==> src/rtl/seg_scan_capture_if.sv <==
// seg_scan_capture_if: multiplexed seven-segment display bus.
//   an  : digit selects, active-low, one low bit selects a digit
//   seg : shared segments, active-low, seg[0]=a .. seg[6]=g, seg[7]=dp
// master = the display driver (or bench) driving the bus,
// slave  = a monitor such as seg_scan_capture observing it.
interface seg_scan_capture_if #(
    parameter int DIGITS = 8
);
    logic [DIGITS-1:0] an;
    logic [7:0]        seg;

    modport master (output an, output seg);
    modport slave  (input  an, input  seg);
endinterface

==> src/rtl/seg_scan_capture.sv <==
// seg_scan_capture: reconstructs the digits shown on a multiplexed
// active-low seven-segment bus and publishes them as whole frames.
// Ports:
//   clk, rst     : clock, synchronous active-high reset
//   bus (slave)  : an/seg display bus being monitored
//   value        : hex nibble per digit, digit k at [4k+3:4k]
//   points       : decimal point lit per digit
//   blank        : digit had all of a..g off
//   err          : digit showed an unrecognised a..g pattern
//   frame_valid  : one-cycle pulse when the outputs above update
//   frame_count  : frames published, wraps 255->0
module seg_scan_capture #(
    parameter int DIGITS        = 8,
    parameter int STABLE_CYCLES = 4
) (
    input  logic                  clk,
    input  logic                  rst,
    seg_scan_capture_if.slave     bus,
    output logic [4*DIGITS-1:0]   value,
    output logic [DIGITS-1:0]     points,
    output logic [DIGITS-1:0]     blank,
    output logic [DIGITS-1:0]     err,
    output logic                  frame_valid,
    output logic [7:0]            frame_count
);
    localparam int              CW       = $clog2(STABLE_CYCLES + 1);
    localparam logic [CW-1:0]   STABLE_C = CW'(STABLE_CYCLES);
    localparam logic [DIGITS-1:0] ONE    = DIGITS'(1);

    // {err, blank, nibble} for an active-low {g..a} pattern
    function automatic logic [5:0] decode(input logic [6:0] p);
        case (p)
            7'b1000000: decode = 6'h00;
            7'b1111001: decode = 6'h01;
            7'b0100100: decode = 6'h02;
            7'b0110000: decode = 6'h03;
            7'b0011001: decode = 6'h04;
            7'b0010010: decode = 6'h05;
            7'b0000010: decode = 6'h06;
            7'b1111000: decode = 6'h07;
            7'b0000000: decode = 6'h08;
            7'b0010000: decode = 6'h09;
            7'b0001000: decode = 6'h0A;
            7'b0000011: decode = 6'h0B;
            7'b1000110: decode = 6'h0C;
            7'b0100001: decode = 6'h0D;
            7'b0000110: decode = 6'h0E;
            7'b0001110: decode = 6'h0F;
            7'b1111111: decode = 6'b01_0000;
            default:    decode = 6'b10_0000;
        endcase
    endfunction

    logic [DIGITS-1:0]   an_q, an_d;
    logic [7:0]          seg_q, seg_d;
    logic [DIGITS+7:0]   prev_q, prev_d;
    logic [CW-1:0]       cnt_q, cnt_d;
    logic [DIGITS-1:0]   seen_q, seen_d;
    logic [4*DIGITS-1:0] sh_val_q, sh_val_d;
    logic [DIGITS-1:0]   sh_pt_q, sh_pt_d;
    logic [DIGITS-1:0]   sh_blk_q, sh_blk_d;
    logic [DIGITS-1:0]   sh_err_q, sh_err_d;
    logic [4*DIGITS-1:0] value_q, value_d;
    logic [DIGITS-1:0]   points_q, points_d;
    logic [DIGITS-1:0]   blank_q, blank_d;
    logic [DIGITS-1:0]   err_q, err_d;
    logic                fv_q, fv_d;
    logic [7:0]          fc_q, fc_d;

    logic [DIGITS-1:0]   sel;
    logic                sel_ok;
    logic                capture;
    logic                publish;
    logic [5:0]          dec;

    always_comb begin
        an_d     = bus.an;
        seg_d    = bus.seg;
        prev_d   = {an_q, seg_q};
        cnt_d    = cnt_q;
        seen_d   = seen_q;
        sh_val_d = sh_val_q;
        sh_pt_d  = sh_pt_q;
        sh_blk_d = sh_blk_q;
        sh_err_d = sh_err_q;
        value_d  = value_q;
        points_d = points_q;
        blank_d  = blank_q;
        err_d    = err_q;
        fv_d     = 1'b0;
        fc_d     = fc_q;

        // one-hot check on the inverted selects: nonzero and a power of two
        sel    = ~an_q;
        sel_ok = (sel != '0) && ((sel & (sel - ONE)) == '0);
        dec    = decode(seg_q[6:0]);

        if (!sel_ok)
            cnt_d = '0;
        else if ({an_q, seg_q} == prev_q)
            cnt_d = (cnt_q == STABLE_C) ? cnt_q : cnt_q + 1'b1;
        else
            cnt_d = CW'(1);

        // counter saturates, so only the transition into STABLE_C captures
        capture = sel_ok && (cnt_d == STABLE_C) && (cnt_q != STABLE_C);
        publish = &seen_q;

        if (publish) begin
            value_d  = sh_val_q;
            points_d = sh_pt_q;
            blank_d  = sh_blk_q;
            err_d    = sh_err_q;
            fv_d     = 1'b1;
            fc_d     = fc_q + 8'd1;
            seen_d   = '0;
        end

        // applied after the publish clear so a same-edge capture
        // lands in the next frame
        if (capture) begin
            seen_d = seen_d | sel;
            for (int i = 0; i < DIGITS; i++) begin
                if (sel[i]) begin
                    sh_val_d[4*i +: 4] = dec[3:0];
                    sh_blk_d[i]        = dec[4];
                    sh_err_d[i]        = dec[5];
                    sh_pt_d[i]         = ~seg_q[7];
                end
            end
        end
    end

    always_ff @(posedge clk) begin
        if (rst) begin
            an_q     <= '1;
            seg_q    <= '1;
            prev_q   <= '0;
            cnt_q    <= '0;
            seen_q   <= '0;
            sh_val_q <= '0;
            sh_pt_q  <= '0;
            sh_blk_q <= '0;
            sh_err_q <= '0;
            value_q  <= '0;
            points_q <= '0;
            blank_q  <= '1;
            err_q    <= '0;
            fv_q     <= 1'b0;
            fc_q     <= '0;
        end else begin
            an_q     <= an_d;
            seg_q    <= seg_d;
            prev_q   <= prev_d;
            cnt_q    <= cnt_d;
            seen_q   <= seen_d;
            sh_val_q <= sh_val_d;
            sh_pt_q  <= sh_pt_d;
            sh_blk_q <= sh_blk_d;
            sh_err_q <= sh_err_d;
            value_q  <= value_d;
            points_q <= points_d;
            blank_q  <= blank_d;
            err_q    <= err_d;
            fv_q     <= fv_d;
            fc_q     <= fc_d;
        end
    end

    assign value       = value_q;
    assign points      = points_q;
    assign blank       = blank_q;
    assign err         = err_q;
    assign frame_valid = fv_q;
    assign frame_count = fc_q;
endmodule

==> src/flat_wrapper.sv <==
// flat-port wrapper written by rule: the top's interface ports become plain ports
module seg_scan_capture_flat 
#(
    parameter int DIGITS        = 8,
    parameter int STABLE_CYCLES = 4
)
  (clk, rst, value, points, blank, err, frame_valid, frame_count, bus_an, bus_seg);
  seg_scan_capture_if #(.DIGITS(DIGITS)) bus_i ();
  input  logic clk;
  input  logic rst;
  output logic [4*DIGITS-1:0] value;
  output logic [DIGITS-1:0] points;
  output logic [DIGITS-1:0] blank;
  output logic [DIGITS-1:0] err;
  output logic frame_valid;
  output logic [7:0] frame_count;
  input wire logic [$bits(bus_i.an)-1:0] bus_an;
  input wire logic [$bits(bus_i.seg)-1:0] bus_seg;
  assign bus_i.an = bus_an;
  assign bus_i.seg = bus_seg;
  seg_scan_capture #(.DIGITS(DIGITS), .STABLE_CYCLES(STABLE_CYCLES)) u_core (.clk(clk), .rst(rst), .bus(bus_i), .value(value), .points(points), .blank(blank), .err(err), .frame_valid(frame_valid), .frame_count(frame_count));
endmodule
==> config.mk <==
export PLATFORM = sky130hd
export DESIGN_NAME = seg_scan_capture_flat
export DESIGN_NICKNAME = d
export VERILOG_FILES = /design/src/rtl/seg_scan_capture_if.sv /design/src/rtl/seg_scan_capture.sv /design/src/flat_wrapper.sv
export SDC_FILE = /design/constraint.sdc
export NUM_CORES = 1
export LEC_CHECK = 0
export ABC_AREA = 1
export BUFFER_PORTS_ARGS = -buffer_cell sky130_fd_sc_hd__buf_2
export CORE_MARGIN = 4
export CORE_UTILIZATION = 45
export CTS_CLUSTER_SIZE = 8
export DETAILED_ROUTE_END_ITERATION = 10
export PLACE_DENSITY_LB_ADDON = 0.05
export SLEW_MARGIN = 20
export SYNTH_ARGS = -nofsm -noshare
export SYNTH_HDL_FRONTEND = slang
export SYNTH_SLANG_ARGS = --single-unit
==> constraint.sdc <==
create_clock -name clk -period 2.2 [get_ports clk]
set_clock_uncertainty 0.2 [all_clocks]
set_input_delay 0.22 -clock clk [delete_from_list [all_inputs] [get_ports clk]]
set_output_delay 0.22 -clock clk [all_outputs]
set_load 0.02 [all_outputs]
==> flow_summary.yaml, run 1 <==
finish:
  drive_above_1_share_pct: 24.0
  num_antenna_cells: 0
  area_growth_pct: 27.0
  final-seq-area_sq_um: 3320
  fin_cells: 1218
  final_core_util_pct: 58.6
  nFillCells: 1365
  layout.nets: 1044
  multi_input_area_sq_um: 3050
clocking:
  clock_sinks: 164
  path_clk_slew_ps: 60
  cts_tree: "yes"
  root_buffer: "clkbuf_16"
  h-tree-depth: 4
  clkLatencyLatePin_ps: 420
  cts_buffers: 17
  cts_buffer_depth: 2
grt:
  grt_first_pass_wirelength_um: 27400
  grt_usage_pct: 19.9
  grt_max_degree: 68
  grt_pass1_vias: 5915
  antenna_found_initial: 0
  grt_overflow: 0
floorplanning:
  die-height_um: 131
  die_area_sq_um: 17100
  die_width_um: 131
  ios: 83
  num_rows: 44
  initial_core_util_pct: 46.2
  core_sq_um: 14600
setup_path:
  path_common_cell: "nand2_1"
  crit_path_max_fanout: 8
  crit_chain: "inv_1 > nand2_1 > nand2_1 > nor2_1 > nand2_2 > nor2_4 > nand3_2 > nor2_4 > buf_12 > clkbuf_16 > nand4_1 > nand2_1 > nor2_1"
  cp_top_family: "simple AND/OR/NAND/NOR gates"
  r2r_setup_slack_ps: 110
  cp_data_required_time_ps: 2320
  crit_arrival_ps: 2200
  slowest_stage: "dfxtp_2"
  slowest_delay_ps: 370
  end_kind: "flip-flop"
  crit_type: "flip-flop to flip-flop"
  start_kind: "flip-flop"
  path_buf_inv: 3
worst_hold_path:
  hold_path_class: "flip-flop to flip-flop"
sta:
  hold_violations: 0
  final.setup.tns_ps: 0
  layout_min_cycle_time_ps: 2090
  max_slew_margin_pct: 59.3
  setup_ws_ps: 110
  worst_pin_slew_ps: 611
  drv_slew: 0
  setup_viol: 0
  period_share_pct: 95.0
  fmax_mhz: 479
route:
  vias: 6276
  drt-pass1-iter-count: 5
  via_per_inst: 5.15
  wl_per_cell_um: 14.0
  first_iter_violations: 427
  postRouteAntennaNets: 0
  routed_wl_um: 17000
  drcViolationCount: 0
pwr:
  internal-power_uw: 5100
  power_density_nw_per_um2: 760
  power_uw: 6530
  switching_share_pct: 22.0
  cellLeakagePower_uw: 0.00370
  clkPwrFrac_pct: 47.0
  peakVddDrop_uv: 522
  combPwrFrac_pct: 6.5
  p_switching_uw: 1430
  sequentialPowerShare_pct: 46.5
yosys:
  synth_cell_types: 31
  synth_top_family_by_area: "simple AND/OR/NAND/NOR gates"
  synth.most_common_cell: "nand2_1"
  syn-cell-area_sq_um: 6760
  syn_inst: 910
  synthSimpleGateAreaFrac_pct: 32.9
  ys_top_cells_by_area: "dfxtp_1 49%, nand2_1 15%, a21oi_1 8.1%, nand4_1 5.7%, nor2_1 5.7%"
  synth.yosys.seq_area_share_pct: 48.6
  syn_avg_cell_area_sq_um: 7.43
  synth_xor_area_share_pct: 0.259
  async_flop_share_pct: 0
  synth-edff-count: 0
  synth_top_cell_area_share_pct: 48.6
  ys_ff_latch: 164
  synth_fp_nets: 931
  synth_compound_area_share_pct: 10.2
  synth_area_leader_cell: "dfxtp_1"
  synth_commonest_cells: "267 x nand2_1, 164 x dfxtp_1, 109 x a21oi_1, 103 x nor2_1, 62 x nand4_1"
  synthMuxAreaShare_pct: 0
  synth_fa_ha_area_share_pct: 0.555
  yosysWarnings: 0
  synthFlopType: "dfxtp_1"
place:
  place.detailed.instances: 1159
  io_buffers: 82
  place.gp.congestion: 0.870
  dp_hpwl_um: 10800
  place_ws_ps: -57.9
status:
  outcome: "finished clean"
run:
  cap_violations: 0
-- kinds of logic after synthesis --
kind of cell	count (synthesis)
AND/OR/NAND/NOR	504
adder cells (fa/ha/maj)	3
XOR/XNOR	2
flip-flops	164
AO/OA/AOI/OAI	129
buffers and inverters	108
-- repair_timing --
action,4_1_cts,5_1_grt
resized for setup,6,41
pin swaps,0,11
endpoints found under the setup margin,64,64
hold buffers,17,0
buffers inserted,0,9
cloned,0,7
endpoints found under the hold margin,17,0
-- metal layers --
metal / part of all wire (%) / vias up / track usage [%] / wire, um
met5: 0 / - / 0 / 0
met4: 1.7 / 0 / 6.53 / 292
met3: 4.6 / 33 / 4.02 / 777
met2: 46 / 178 / 32.9 / 7860
met1: 47 / 2874 / 26.1 / 8080
li1: - / 3191 / - / -
-- placed cells by master, fill, tap and decap left out, types with 20 or more instances in the layout --
| cell | count |
|---|---|
| nand4_1 | 62 |
| nor2_1 | 102 |
| buf_4 | 40 |
| nand2_1 | 262 |
| buf_2 | 82 |
| inv_1 | 35 |
| a21oi_1 | 109 |
| clkbuf_16 | 23 |
| nand3_1 | 20 |
| dfxtp_1 | 149 |
-- area by class of cell --
cell class              count  share of cell area (%)
clock buffers              21                    5.36
flip-flops and latches    164                    38.7
repair buffers            152                    13.5
inverters                  50                    2.45
clock inverters             9                    1.76
well taps                 184                    2.68
multi-input cells         638                    35.5
-- worst paths after layout --
kind,start,endpoint,cells after the start
max,u_core.seg_q[4],u_core.sh_val_q[4],13
min,u_core.points[2],u_core.points[2],2
max reg2reg,u_core.seg_q[4],u_core.sh_val_q[4],13
min reg2reg,u_core.points[2],u_core.points[2],2
-- flip-flops by register name (all words and copies together) (netlist names) --
register	count
u_core.an_q	8
u_core.blank	8
u_core.cnt_q	3
u_core.err	8
u_core.frame_count	8
u_core.frame_valid	1
u_core.points	8
u_core.prev_q	16
u_core.seen_q	8
u_core.seg_q	8
u_core.sh_blk_q	8
u_core.sh_err_q	8
u_core.sh_pt_q	8
u_core.sh_val_q	32
u_core.value	32
-- through the flow --
step,hold slack (ps),area [sq um]
final,262,8590
after global routing,280,8590
after CTS,263,8260
after detailed placement,205,7460
after global placement,203,7460
after floorplan,124,6760
-- power groups by stage --
stage	registers [uW]	clock network, uW	logic (uW)
floorplan	3100	0	258
global placement	3100	0	371
detailed placement	3100	0	379
CTS	3040	3130	407
global route	3040	3260	472
finish	3040	3070	426
-- worst reg2reg max path, stage by stage (launching register included) --
cell	delay (ps)
dfxtp_2	370
inv_1	90
nand2_1	60
nand2_1	40
nor2_1	140
nand2_2	100
nor2_4	190
nand3_2	130
nor2_4	160
buf_12	160
clkbuf_16	160
nand4_1	80
nand2_1	80
nor2_1	40
Note: power is estimated with default switching activity, not from simulation.
==> run 2, diff against run 1 <==
--- a/config.mk
+++ b/config.mk
@@ -11,6 +11,7 @@
 export CORE_UTILIZATION = 45
 export CTS_CLUSTER_SIZE = 8
 export DETAILED_ROUTE_END_ITERATION = 10
+export MAX_ROUTING_LAYER = met4
 export PLACE_DENSITY_LB_ADDON = 0.05
 export SLEW_MARGIN = 20
 export SYNTH_ARGS = -nofsm -noshare
==> run 2 against run 1 <==
Wire length decreased by 0.31%; worst hold slack is essentially flat; count of clock-buffer cells in the layout shrank 3; largest power group unchanged; sequential power barely moved; via count shrank 0.25%.
==> flow_summary.yaml, run 2 (synthesized netlist as in run 1, its figures left out) <==
status:
  outcome: "finished clean"
pwr:
  cellLeakagePower_uw: 0.00365
  peakVddDrop_uv: 514
  power_uw: 6520
  power_density_nw_per_um2: 770
grt:
  grt_pass1_vias: 5696
  grt_first_pass_wirelength_um: 26700
  grt_overflow: 0
  antenna_found_initial: 0
  grt_max_degree: 68
  grt_usage_pct: 19.8
finish:
  nFillCells: 1391
  drive_above_1_share_pct: 23.5
  layout.nets: 1039
  num_antenna_cells: 0
  final_cell_mix: "265 x nand2_1, 151 x dfxtp_1, 109 x a21oi_1"
  final-seq-area_sq_um: 3300
  fin_cells: 1215
  multi_input_area_sq_um: 3020
  area_growth_pct: 25.2
  fin_area_sq_um: 8470
  layout_commonest_cell: "nand2_1"
place:
  place.gp.congestion: 0.865
  postPlaceCellArea_sq_um: 7470
  place.detailed.instances: 1159
  io_buffers: 82
  dp_hpwl_um: 10600
  place_ws_ps: -49.9
route:
  routed_wl_um: 17000
  first_iter_violations: 450
  drt-pass1-iter-count: 7
  vias: 6260
  via_per_inst: 5.15
  postRouteAntennaNets: 0
  wl_per_cell_um: 14.0
  drcViolationCount: 0
sta:
  layout_min_cycle_time_ps: 2120
  worst_pin_slew_ps: 632
  final.setup.tns_ps: 0
  hold_violations: 0
  max_slew_margin_pct: 57.9
  fmax_mhz: 472
  drv_slew: 0
  setup_ws_ps: 80.9
  setup_viol: 0
  period_share_pct: 96.3
  rsz0062_at_grt: "yes"
setup_path:
  timing.rr.start: "u_core.seg_q[0]"
  crit_path_max_fanout: 13
  crit_type: "flip-flop to flip-flop"
  cp_data_required_time_ps: 2360
  r2r_setup_slack_ps: 80
  end_kind: "flip-flop"
  crit_arrival_ps: 2270
  r2r_end: "u_core.sh_val_q[5]"
  start_kind: "flip-flop"
  critPathLaunch: "u_core.seg_q[0]"
  reg2reg_depth: 12
floorplanning:
  die_area_sq_um: 17100
  num_rows: 44
  die_width_um: 131
  core_sq_um: 14600
  die-height_um: 131
  initial_core_util_pct: 46.2
  ios: 83
clocking:
  root_buffer: "clkbuf_16"
  cts_buffers: 17
  clkLatencyLatePin_ps: 420
  cts_tree: "yes"
  h-tree-depth: 4
  clock_sinks: 164
  cts_buffer_depth: 2
  path_clk_slew_ps: 70
worst_hold_path:
  hold_end: "u_core.points[7]"
  worstHoldPathCells: 2
  hold_path.startpoint: "u_core.points[7]"
  hold_path_class: "flip-flop to flip-flop"
run:
  cap_violations: 0
==> run 2: changes by cell type in the layout (fill, tap and decap cells not counted), moves of 2 or more <==
cell       previous run  this run
dfxtp_1             149       151
dfxtp_2               6        11
inv_2                11        13
inv_8                 0         2
nand2_1             262       265
clkbuf_1              2         0
nand2_2              14        11
dfxtp_4               9         2
clkinv_4              0         3
clkbuf_16            23        21
buf_4                40        36
==> run 2: repair_timing <==
| item | CTS | global route |
|---|---|---|
| setup endpoints to repair | 44 | 64 |
| hold buffers | 17 | 0 |
| pin swaps | 1 | 4 |
| buffers inserted | 0 | 2 |
| resized for setup | 3 | 23 |
| hold endpoints to repair | 24 | 0 |
| cloned | 0 | 5 |
==> run 2: worst max-delay path, cell delays in order, from the launching register on <==
cell     delay [ps]
dfxtp_4         380
inv_2            40
buf_4           130
nand2_1          50
nand2_1          50
nor2_1          140
nand2_2         100
nor2_4          150
nand4_2         160
nor2_8          260
buf_6           220
a21oi_1          80
nor2_1          100
==> run 2: layer usage <==
layer  global-route usage (%)  wire length, um  up-vias
met1                     25.6             8140     2863
met5                        -                0        -
met4                     4.54              150        0
met2                     31.9             7830      185
li1                         -                -     3187
met3                     4.55              840       25
==> run 2: worst max-delay path by stage <==
stage | to | slack, ps
after detailed placement | u_core.sh_pt_q[7] | -50
after floorplan | u_core.sh_val_q[1] | 330
after CTS | u_core.sh_pt_q[7] | 2
final | u_core.sh_val_q[5] | 80
after global placement | u_core.sh_pt_q[7] | 20
after global routing | u_core.sh_val_q[27] | -40
==> run 2: power by group <==
group / internal, uW / switching [uW] / leakage [uW]
logic: 147 / 268 / 0.00202
registers: 3010 / 32.2 / 0.00133
clock network: 1830 / 1240 / 0.000300
total: 4990 / 1540 / 0.00365
==> run 2: layout make-up <==
cell class / instances / share of cell area, %
flip-flops and latches: 164 / 39.0
multi-input cells: 638 / 35.7
repair buffers: 147 / 13.0
clock buffers: 18 / 5.19
well taps: 184 / 2.72
inverters: 50 / 2.28
clock inverters: 14 / 2.10
==> run 2: through the flow <==
step / util (%) / hold slack [ps]
after CTS: 56.4 / 264
after floorplan: - / 124
after global placement: 51.0 / 203
after global routing: 57.8 / 277
after detailed placement: 51.0 / 204
final: 57.8 / 262
